$ cat src/rtl/bsg_link_osdr_pkg.sv
// Shared types and helpers for the multi-channel source-synchronous SDR output PHY.
package bsg_link_osdr_pkg;

    typedef enum logic [1:0] {
        TRAIN  = 2'd0,
        ACTIVE = 2'd1,
        PARKED = 2'd2,
        WAKE   = 2'd3
    } state_e;

    // Training pattern bit i on episode cycle n is (n+i)&1, so only the LSBs matter.
    function automatic logic train_bit(input logic cycle_lsb, input int bit_idx);
        return cycle_lsb ^ bit_idx[0];
    endfunction

    function automatic int cnt_width(input int terminal);
        return (terminal > 1) ? $clog2(terminal) : 1;
    endfunction

endpackage

$ cat src/rtl/bsg_link_osdr_clk_gen.sv
// Forwarded-clock generator: a posedge and a negedge toggle flop XORed into one
// pulse per core cycle, high from posedge to negedge.
module bsg_link_osdr_clk_gen (
    input  logic clk_i,
    input  logic reset_n_i,
    input  logic clk_en_i,
    output logic clk_o
);

    logic p_r;
    logic n_r;
    logic en_n_r;

    always_ff @(posedge clk_i or negedge reset_n_i) begin
        if (!reset_n_i) begin
            p_r <= 1'b0;
        end else if (clk_en_i) begin
            p_r <= ~p_r;
        end
    end

    // The enable reaches the negedge flop half a cycle late, so p and n always stop equal.
    always_ff @(negedge clk_i or negedge reset_n_i) begin
        if (!reset_n_i) begin
            en_n_r <= 1'b0;
            n_r    <= 1'b0;
        end else begin
            en_n_r <= clk_en_i;
            if (en_n_r) begin
                n_r <= ~n_r;
            end
        end
    end

    assign clk_o = p_r ^ n_r;

endmodule

$ cat src/rtl/bsg_link_osdr_phy_multi.sv
// Multi-channel SDR output PHY with link training, idle clock parking and wake-up.
module bsg_link_osdr_phy_multi
    import bsg_link_osdr_pkg::*;
#(
    parameter int width_p        = 16,
    parameter int channels_p     = 2,
    parameter int train_cycles_p = 64,
    parameter int idle_cycles_p  = 16,
    parameter int wake_cycles_p  = 4
) (
    input  logic                           clk_i,
    input  logic                           reset_n_i,
    input  logic                           train_i,
    input  logic                           park_en_i,
    input  logic                           valid_i,
    input  logic [channels_p*width_p-1:0]  data_i,
    output logic                           ready_o,
    output logic [channels_p-1:0]          clk_o,
    output logic [channels_p-1:0]          valid_o,
    output logic [channels_p*width_p-1:0]  data_o,
    output logic                           link_up_o
);

    localparam int train_cnt_w = cnt_width(train_cycles_p);
    localparam int idle_cnt_w  = cnt_width(idle_cycles_p);
    localparam int wake_cnt_w  = cnt_width(wake_cycles_p);

    localparam logic [train_cnt_w-1:0] train_last = train_cnt_w'(train_cycles_p - 1);
    localparam logic [idle_cnt_w-1:0]  idle_last  = idle_cnt_w'(idle_cycles_p - 1);
    localparam logic [wake_cnt_w-1:0]  wake_last  = wake_cnt_w'(wake_cycles_p - 1);

    state_e                  state_r, state_n;
    logic [train_cnt_w-1:0]  train_cnt_r, train_cnt_n;
    logic [idle_cnt_w-1:0]   idle_cnt_r, idle_cnt_n;
    logic [wake_cnt_w-1:0]   wake_cnt_r, wake_cnt_n;
    logic                    clk_en_r;
    logic                    xfer;
    logic [channels_p*width_p-1:0] train_word;

    assign ready_o   = (state_r == ACTIVE) & ~train_i;
    assign xfer      = ready_o & valid_i;
    assign link_up_o = (state_r != TRAIN);

    always_comb begin
        train_word = '0;
        for (int c = 0; c < channels_p; c++) begin
            for (int i = 0; i < width_p; i++) begin
                train_word[c*width_p + i] = train_bit(train_cnt_r[0], i);
            end
        end
    end

    // Counters not owned by the current state fall back to zero; train_i overrides everything.
    always_comb begin
        state_n     = state_r;
        train_cnt_n = '0;
        idle_cnt_n  = '0;
        wake_cnt_n  = '0;
        unique case (state_r)
            TRAIN: begin
                if (train_cnt_r == train_last) begin
                    state_n = ACTIVE;
                end else begin
                    train_cnt_n = train_cnt_r + 1'b1;
                end
            end
            ACTIVE: begin
                if (xfer) begin
                    idle_cnt_n = '0;
                end else if (idle_cnt_r != idle_last) begin
                    idle_cnt_n = idle_cnt_r + 1'b1;
                end else begin
                    idle_cnt_n = idle_cnt_r;
                end
                if ((idle_cnt_r == idle_last) && park_en_i && !valid_i) begin
                    state_n = PARKED;
                end
            end
            PARKED: begin
                if (valid_i) begin
                    state_n = WAKE;
                end
            end
            WAKE: begin
                if (wake_cnt_r == wake_last) begin
                    state_n = ACTIVE;
                end else begin
                    wake_cnt_n = wake_cnt_r + 1'b1;
                end
            end
            default: state_n = TRAIN;
        endcase
        if (train_i) begin
            state_n     = TRAIN;
            train_cnt_n = '0;
        end
    end

    always_ff @(posedge clk_i or negedge reset_n_i) begin
        if (!reset_n_i) begin
            state_r     <= TRAIN;
            train_cnt_r <= '0;
            idle_cnt_r  <= '0;
            wake_cnt_r  <= '0;
            clk_en_r    <= 1'b0;
        end else begin
            state_r     <= state_n;
            train_cnt_r <= train_cnt_n;
            idle_cnt_r  <= idle_cnt_n;
            wake_cnt_r  <= wake_cnt_n;
            clk_en_r    <= (state_n != PARKED);
        end
    end

    always_ff @(posedge clk_i or negedge reset_n_i) begin
        if (!reset_n_i) begin
            data_o  <= '0;
            valid_o <= '0;
        end else begin
            valid_o <= {channels_p{xfer}};
            if (state_r == TRAIN) begin
                data_o <= train_word;
            end else if (xfer) begin
                data_o <= data_i;
            end
        end
    end

    for (genvar c = 0; c < channels_p; c++) begin : g_chan
        bsg_link_osdr_clk_gen u_clk_gen (
            .clk_i     (clk_i),
            .reset_n_i (reset_n_i),
            .clk_en_i  (clk_en_r),
            .clk_o     (clk_o[c])
        );
    end

endmodule

$ cat config.mk
export PLATFORM = sky130hd
export DESIGN_NAME = bsg_link_osdr_phy_multi
export DESIGN_NICKNAME = d
export VERILOG_FILES = /design/src/rtl/bsg_link_osdr_pkg.sv /design/src/rtl/bsg_link_osdr_clk_gen.sv /design/src/rtl/bsg_link_osdr_phy_multi.sv
export SDC_FILE = /design/constraint.sdc
export NUM_CORES = 1
export LEC_CHECK = 0
export CORE_MARGIN = 2
export CORE_UTILIZATION = 50
export CTS_CLUSTER_SIZE = 20
export DETAILED_ROUTE_END_ITERATION = 12
export DONT_BUFFER_PORTS = 1
export PLACE_DENSITY = 0.73
export SLEW_MARGIN = 20
export SYNTH_ARGS = -nofsm -noshare
export SYNTH_HDL_FRONTEND = slang
export SYNTH_SLANG_ARGS = --single-unit
$ cat constraint.sdc
create_clock -name clk_i -period 1.88 [get_ports clk_i]
set_clock_uncertainty 0.1 [all_clocks]
set_input_delay 0.376 -clock clk_i [delete_from_list [all_inputs] [get_ports clk_i]]
set_output_delay 0.376 -clock clk_i [all_outputs]
set_load 0.02 [all_outputs]
==> results of run 1 <==
==> layer usage <==
metal	global-route usage, %	part of all wire, %
met5	0	0
met4	7.14	1.5
met3	6.91	8.5
met2	26.0	47
met1	20.6	43
==> area by class of cell <==
| type | instances | area (sq um) | share of cell area [%] |
|---|---|---|---|
| well taps | 67 | 83.8 | 3.15 |
| repair buffers | 14 | 140 | 5.26 |
| clock inverters | 2 | 10.0 | 0.376 |
| flip-flops and latches | 53 | 1330 | 49.8 |
| clock buffers | 6 | 72.6 | 2.72 |
| inverters | 34 | 128 | 4.79 |
| multi-input cells | 123 | 903 | 33.9 |
==> registers in the layout (all words and copies together) (netlist names) <==
signal                   flops
train_cnt_r                  6
wake_cnt_r                   2
idle_cnt_r                   4
g_chan.u_clk_gen.p_r         2
g_chan.u_clk_gen.n_r         2
state_r                      2
data_o                      32
clk_en_r                     1
valid_o                      1
g_chan.u_clk_gen.en_n_r      1
==> worst max-delay path: stages, from the launching register on <==
cell     delay [ps]
dfrtn_1         430
xor2_1          150
buf_4           160
==> how the worst max path moves through the flow <==
stage                     depth (start not counted)       end
final                                             2  clk_o[0]
after global routing                              2  clk_o[0]
after CTS                                         2  clk_o[0]
after detailed placement                          2  clk_o[0]
after global placement                            2  clk_o[1]
after floorplan                                   2  clk_o[0]
==> cell families (layout without fill, tap and decap cells) <==
group / Yosys count / count (layout) / synth area share [%]
AO/OA/AOI/OAI: 42 / 42 / 9.50
multiplexers: 33 / 33 / 13.3
adder cells (fa/ha/maj): 3 / 3 / 1.51
XOR/XNOR: 10 / 10 / 3.52
flip-flops: 53 / 53 / 53.3
buffers and inverters: 48 / 56 / 10.5
AND/OR/NAND/NOR: 35 / 35 / 8.49
==> cells in the final DEF (no fill, tap or decap), types with 2 or more instances in the layout <==
cell type	instances
nand2b_1	2
nand3_1	4
inv_1	34
dfrtp_1	50
nand2_1	4
clkbuf_8	5
clkinv_2	2
nor2_1	9
a21oi_1	34
buf_4	11
xor2_1	8
mux2i_1	33
xnor2_1	2
nor3b_1	2
dfrtn_1	3
ha_1	3
nor3_1	7
o21ai_0	2
==> what timing repair did <==
item                                    CTS  global route
endpoints found under the setup margin    2             2
hold endpoints to repair                 50             0
hold buffers                              2             0
buffers inserted                          1             0
==> where the power goes <==
group	switching (mW)	internal (mW)
logic	0.100	0.0830
clock network	0.370	0.259
registers	0.109	1.20
==> metrics by stage <==
step	cell area (sq um)	worst slack (ps)	power [mW]	setup TNS, ps
2_1_floorplan	2490	-231	1.45	-463
3_3_place_gp	2540	-225	1.48	-449
3_5_place_dp	2540	-255	1.49	-493
4_1_cts	2660	-597	2.15	-1160
5_1_grt	2660	-653	2.23	-1280
6_report	2660	-575	2.12	-1130
==> flow_summary.json, run 1 <==
{
  "outcome": "finished with violations",
  "failed_checks": "negative setup slack",
  "clkLatencyLatePin_ps": 310,
  "rr_startpoint": "clk_en_r",
  "synth_common_cells": "50 x dfrtp_1, 34 x a21oi_1, 34 x inv_1",
  "routabilityCongestion": 0.776,
  "viasPerCell": 5.17,
  "r2r_slack_ps": 260,
  "syn-cell-area_sq_um": 2490,
  "clk_pin_slew_ps": 100,
  "track_usage_pct": 16.7,
  "grt-ovfl-total": 0,
  "detail_route.wl_per_cell_um": 15.3,
  "htreeDepth": 2,
  "synth_ff_type": "dfrtp_1",
  "diodes": 0,
  "critPathLaunch": "g_chan[0].u_clk_gen.n_r",
  "whs_endpoint": "train_cnt_r[2]",
  "ys_seq_area_share_pct": 53.3,
  "slew_headroom_pct": 70.1,
  "slew_violations": 0,
  "synth_area_leader_cell": "dfrtp_1",
  "critPathArrivalTime_ps": 1980,
  "dp.cells": 288,
  "yosysUniqueCellTypes": 32,
  "top_level_ports": 75,
  "cts.sinks": 53,
  "drt.antenna.violating_nets": 0,
  "layout-drive-gt1-share_pct": 11.2,
  "io_buffers": 0,
  "rows": 25,
  "cts_resized": 0,
  "dr.pass1.iters": 4,
  "synth_top_area_share_pct": 50.3,
  "cts_buffers": 5,
  "first_iter_violations": 81,
  "ctsRootBufferMaster": "clkbuf_8",
  "holdPathStages": 1,
  "async_flop_share_pct": 100,
  "antenna_found_initial": 0,
  "die_h_um": 74.6,
  "stdcell_count": 299,
  "synth.avg_cell_area_sq_um": 11.1,
  "worstPathMaxFanout": 2,
  "hp-class": "input pin to register",
  "drc": 0,
  "tritoncts": "built",
  "synthMostInstantiatedCell": "dfrtp_1",
  "endpoint_kind": "primary output",
  "grt_pass1_vias": 1445,
  "die_x_um": 74.6,
  "leakage_nw": 1.48,
  "fill_cells": 426,
  "areaGrowthSynthToFinish_pct": 6.98,
  "core_area_sq_um": 4750,
  "syn_inst": 224,
  "path_class": "register to primary output",
  "whs_ps": 17.8,
  "fin_util_pct": 56.0,
  "yosys_warnings": 0,
  "final_nets": 271,
  "tightest_slew_ps": 445,
  "grt_max_degree": 51,
  "required_ps": 1400,
  "synth_enable_flop_cells": 0,
  "finalWorstSetupSlack_ps": -575,
  "cts_buffer_depth": 2,
  "synth_nets": 264,
  "start_kind": "register",
  "drv_cap": 0,
  "ir_drop_v": 0.000398,
  "drt-total-wl_mm": 4.58,
  "rsz0062_at_grt": "yes",
  "hp-start": "train_i",
  "timing_hold_violations_final": 0,
  "dpl.hpwl_mm": 3.08,
  "start_util_pct": 52.4,
  "synth.area.top_cells": "dfrtp_1 50%, mux2i_1 13%, a21oi_1 6.8%, inv_1 5.1%, buf_6 3.2%",
  "p_per_area_nw_per_um2": 797,
  "vias": 1545,
  "r2r_end": "g_chan[1].u_clk_gen.en_n_r",
  "synth_seq_cells": 53,
  "r2r_cells": 0,
  "setup_viol": 2,
  "grt_pass1_wl_mm": 6.90,
  "dieArea_sq_um": 5560
}
Power figures use the tool's default switching activity.
==> inputs of run 2 (changes only) <==
--- a/config.mk
+++ b/config.mk
@@ -6,11 +6,11 @@
 export NUM_CORES = 1
 export LEC_CHECK = 0
 export CORE_MARGIN = 2
-export CORE_UTILIZATION = 50
+export CORE_UTILIZATION = 45
 export CTS_CLUSTER_SIZE = 20
 export DETAILED_ROUTE_END_ITERATION = 12
 export DONT_BUFFER_PORTS = 1
-export PLACE_DENSITY = 0.73
+export PLACE_DENSITY = 0.68
 export SLEW_MARGIN = 20
 export SYNTH_ARGS = -nofsm -noshare
 export SYNTH_HDL_FRONTEND = slang
==> constraint.sdc (replaced) <==
create_clock -name clk_i -period 2.69 [get_ports clk_i]
set_clock_uncertainty 0.1 [all_clocks]
set_input_delay 0.538 -clock clk_i [delete_from_list [all_inputs] [get_ports clk_i]]
set_output_delay 0.538 -clock clk_i [all_outputs]
set_load 0.02 [all_outputs]
==> flow_summary.json, run 2 (same netlist as run 1, synthesis figures left out) <==
{
  "whs_ps": 187,
  "grt_pass1_wl_mm": 7.62,
  "rows": 27,
  "start_util_pct": 45.8,
  "failed_checks": "negative setup slack",
  "vias": 1533,
  "dieArea_sq_um": 6140,
  "drt.antenna.violating_nets": 0,
  "grt-ovfl-total": 0,
  "sequentialPowerShare_pct": 58.1,
  "cts.sinks": 53,
  "grt_max_degree": 51,
  "start_kind": "register",
  "power.share.clock_pct": 34.2,
  "diodes": 0,
  "track_usage_pct": 15.7,
  "viasPerCell": 5.09,
  "dp.cells": 290,
  "setup_viol": 2,
  "top_level_ports": 75,
  "first_iter_violations": 43,
  "switching_share_pct": 25.5,
  "p_switching_mw": 0.403,
  "die_h_um": 78.4,
  "dr.pass1.iters": 4,
  "endpoint_kind": "primary output",
  "required_ps": 2050,
  "internal_power_mw": 1.17,
  "worstPathMaxFanout": 2,
  "stdcell_count": 301,
  "ir_drop_v": 0.000233,
  "p_per_area_nw_per_um2": 592,
  "fin_setup_tns_ps": -615,
  "timing_hold_violations_final": 0,
  "core_area_sq_um": 5440,
  "slew_headroom_pct": 52.3,
  "top_register": "data_o",
  "cts_resized": 0,
  "clkLatencyLatePin_ps": 300,
  "areaGrowthSynthToFinish_pct": 6.98,
  "leakage_nw": 1.47,
  "rsz0062_at_grt": "yes",
  "final_cell_mix": "50 x dfrtp_1, 34 x a21oi_1, 34 x inv_1",
  "cts_buffers": 5,
  "io_buffers": 0,
  "clk_pin_slew_ps": 100,
  "layout-drive-gt1-share_pct": 10.0,
  "tritoncts": "built",
  "drc": 0,
  "finalWorstSetupSlack_ps": -316,
  "ctsRootBufferMaster": "clkbuf_8",
  "drt-total-wl_mm": 4.50,
  "routabilityCongestion": 0.700,
  "total_power_mw": 1.58,
  "dpl.hpwl_mm": 3.02,
  "detail_route.wl_per_cell_um": 15.0,
  "largest_reg_flops": 32,
  "critPathArrivalTime_ps": 2370,
  "final_common_cell": "dfrtp_1",
  "fin_util_pct": 49.0,
  "top_regs": "data_o: 32 flops, train_cnt_r: 6 flops, idle_cnt_r: 4 flops",
  "slew_violations": 0,
  "outcome": "finished with violations",
  "path_class": "register to primary output",
  "cts_buffer_depth": 2,
  "final_nets": 268,
  "die_x_um": 78.4,
  "htreeDepth": 2,
  "tightest_slew_ps": 715,
  "drv_cap": 0,
  "hp-class": "input pin to register",
  "grt_pass1_vias": 1582,
  "combinationalPowerShare_pct": 7.8,
  "antenna_found_initial": 0
}
-- run 2: cell count changes in the layout (fill, tap and decap cells not counted), sizes merged --
cell / before / now
clkinv: 2 / 1
buf: 13 / 10
bufinv: 0 / 1
-- run 2: metrics by stage --
stage / setup slack, ps / area (sq um)
2_1_floorplan: 11.6 / 2490
3_3_place_gp: 14.3 / 2510
3_5_place_dp: -9.35 / 2510
4_1_cts: -335 / 2660
5_1_grt: -379 / 2660
6_report: -316 / 2660
-- run 2: layout make-up --
| cell class | count | area [sq um] |
|---|---|---|
| fill | 482 | 2780 |
| sequential | 53 | 1330 |
| multi-input combinational | 123 | 903 |
| inverter | 34 | 128 |
| timing repair buffer | 11 | 105 |
| tap | 72 | 90.1 |
| clock buffer | 6 | 72.6 |
| clock inverter | 2 | 38.8 |
-- run 2: repair_timing --
item	4_1_cts	5_1_grt
hold endpoints to repair	50	0
endpoints found under the setup margin	2	2
buffers inserted	1	0
hold buffers	2	0
pin swaps	0	0
-- run 2: power groups by stage --
stage | Clock [mW] | Sequential [mW] | Combinational [mW]
floorplan | 0 | 0.923 | 0.0873
global placement | 0 | 0.931 | 0.0979
detailed placement | 0 | 0.932 | 0.102
CTS | 0.559 | 0.916 | 0.127
global route | 0.593 | 0.921 | 0.143
finish | 0.538 | 0.915 | 0.123
-- run 2: worst max-delay path, stage by stage (launching register included) --
cell and delay [ps]:
dfrtn_1 420, xor2_1 150, buf_4 160
-- run 2: worst paths after layout --
path	from	endpoint	slack, ps	cells after the start
setup / recovery	g_chan[1].u_clk_gen.n_r	clk_o[1]	-320	2
hold / removal	train_i	train_cnt_r[2]	190	1
setup reg to reg	clk_en_r	g_chan[1].u_clk_gen.en_n_r	660	0
hold reg to reg	g_chan[1].u_clk_gen.en_n_r	g_chan[0].u_clk_gen.n_r	330	1
max in group asynchronous	reset_n_i	g_chan[0].u_clk_gen.n_r	1330	0
min in group asynchronous	reset_n_i	data_o[2]	630	2
-- run 2: per-layer routing --
metal / vias to the layer above / wire length, um / GRT usage (%)
met1: 748 / 1900 / 18.6
met3: 6 / 294 / 4.94
li1: 738 / - / -
met4: 0 / 53 / 4.21
met5: - / 0 / 0
met2: 41 / 2260 / 27.6
==> inputs of run 3 (changes only) <==
--- a/config.mk
+++ b/config.mk
@@ -5,7 +5,6 @@
 export SDC_FILE = /design/constraint.sdc
 export NUM_CORES = 1
 export LEC_CHECK = 0
-export CORE_MARGIN = 2
 export CORE_UTILIZATION = 45
 export CTS_CLUSTER_SIZE = 20
 export DETAILED_ROUTE_END_ITERATION = 12
==> flow_summary.json, run 3 (same netlist as run 1, synthesis figures left out) <==
{
  "top_level_ports": 75,
  "path_class": "register to primary output",
  "dpl.hpwl_mm": 3.13,
  "ir_drop_v": 0.000204,
  "setup_viol": 2,
  "diodes": 0,
  "viasPerCell": 5.16,
  "ctsRootBufferMaster": "clkbuf_8",
  "slew_violations": 0,
  "path_cells": "xor2_1 > buf_4",
  "required_ps": 2050,
  "grt-ovfl-total": 0,
  "drc": 0,
  "routabilityCongestion": 0.747,
  "die_x_um": 76.4,
  "rsz0062_at_grt": "yes",
  "stdcell_count": 298,
  "drt.antenna.violating_nets": 0,
  "final_nets": 268,
  "clk_pin_slew_ps": 90,
  "areaGrowthSynthToFinish_pct": 6.58,
  "rows": 26,
  "first_iter_violations": 62,
  "final_common_cell": "dfrtp_1",
  "grt_max_degree": 51,
  "crit_cells": 2,
  "dr.pass1.iters": 4,
  "p_per_area_nw_per_um2": 587,
  "detail_route.wl_per_cell_um": 15.7,
  "largest_reg_flops": 32,
  "timing.critical_path.buf_inv": 1,
  "layout-drive-gt1-share_pct": 10.1,
  "cp_slowest_stage_delay_ps": 420,
  "fin_setup_tns_ps": -622,
  "antenna_found_initial": 0,
  "cts_buffers": 5,
  "vias": 1539,
  "clkLatencyLatePin_ps": 300,
  "start_kind": "register",
  "top_register": "data_o",
  "holdPathStages": 1,
  "dp.cells": 287,
  "grt_pass1_vias": 1624,
  "tritoncts": "built",
  "io_buffers": 0,
  "start_util_pct": 47.8,
  "dieArea_sq_um": 5830,
  "top_regs": "data_o: 32 flops, train_cnt_r: 6 flops, idle_cnt_r: 4 flops",
  "timing_hold_violations_final": 0,
  "slew_headroom_pct": 53.2,
  "crit_path_top_delay_cell": "dfrtn_1",
  "cts_buffer_depth": 2,
  "finalWorstSetupSlack_ps": -313,
  "worstPathMaxFanout": 2,
  "tightest_slew_ps": 701,
  "path_delay_family": "flip-flops",
  "endpoint_kind": "primary output",
  "critPathArrivalTime_ps": 2370,
  "drv_cap": 0,
  "core_area_sq_um": 5200,
  "track_usage_pct": 17.8,
  "cts.sinks": 53,
  "hp-class": "input pin to register",
  "final_cell_mix": "50 x dfrtp_1, 34 x a21oi_1, 34 x inv_1",
  "drt-total-wl_mm": 4.69,
  "grt_pass1_wl_mm": 8.11,
  "r2r_cells": 0,
  "die_h_um": 76.4,
  "failed_checks": "negative setup slack",
  "htreeDepth": 2,
  "leakage_nw": 1.47,
  "outcome": "finished with violations"
}
run 3: final cells by class:
class                      instances  area, sq um
fill                             502         2550
sequential                        53         1330
multi-input combinational        123          903
inverter                          34          128
timing repair buffer              11          105
tap                               70         87.6
clock buffer                       5         68.8
clock inverter                     2         35.0
run 3: through the flow:
step / utilization, % / setup slack (ps) / hold slack, ps / power (mW) / cell area [sq um]
after floorplan: - / 11.6 / 142 / 1.01 / 2490
after global placement: 48.0 / 18.4 / 143 / 1.03 / 2500
after detailed placement: 48.0 / 7.49 / 143 / 1.03 / 2500
after CTS: 50.8 / -325 / 185 / 1.58 / 2650
after global routing: 51.0 / -397 / 186 / 1.63 / 2650
final: 51.0 / -313 / 196 / 1.56 / 2650
run 3: worst paths after layout:
check	startpoint	end	slack [ps]
max in group asynchronous	reset_n_i	g_chan[1].u_clk_gen.n_r	1330
setup reg to reg	clk_en_r	g_chan[1].u_clk_gen.en_n_r	670
min in group asynchronous	reset_n_i	data_o[6]	640
setup / recovery	g_chan[0].u_clk_gen.n_r	clk_o[0]	-310
hold / removal	train_i	train_cnt_r[2]	200
hold reg to reg	g_chan[1].u_clk_gen.en_n_r	g_chan[1].u_clk_gen.n_r	320
run 3: layer usage:
layer | vias to the layer above | GRT usage (%) | wire, um
li1 | 737 | - | -
met1 | 749 | 22.4 | 2080
met2 | 46 | 29.6 | 2270
met3 | 7 | 4.07 | 264
met4 | 0 | 6.92 | 70
met5 | - | 0 | 0
run 3: power breakdown:
part           switching [mW]  internal [mW]  leakage [nW]  total, mW
Sequential             0.0760          0.840         0.644      0.916
Clock                   0.245          0.271        0.0540      0.516
Combinational          0.0694         0.0558         0.772      0.125
Total                   0.391           1.17          1.47       1.56
run 3: timing repair:
action	4_1_cts	5_1_grt
resized for setup	0	0
hold endpoints to repair	50	0
endpoints found under the setup margin	2	2
hold buffers	2	0
setup buffers	1	1
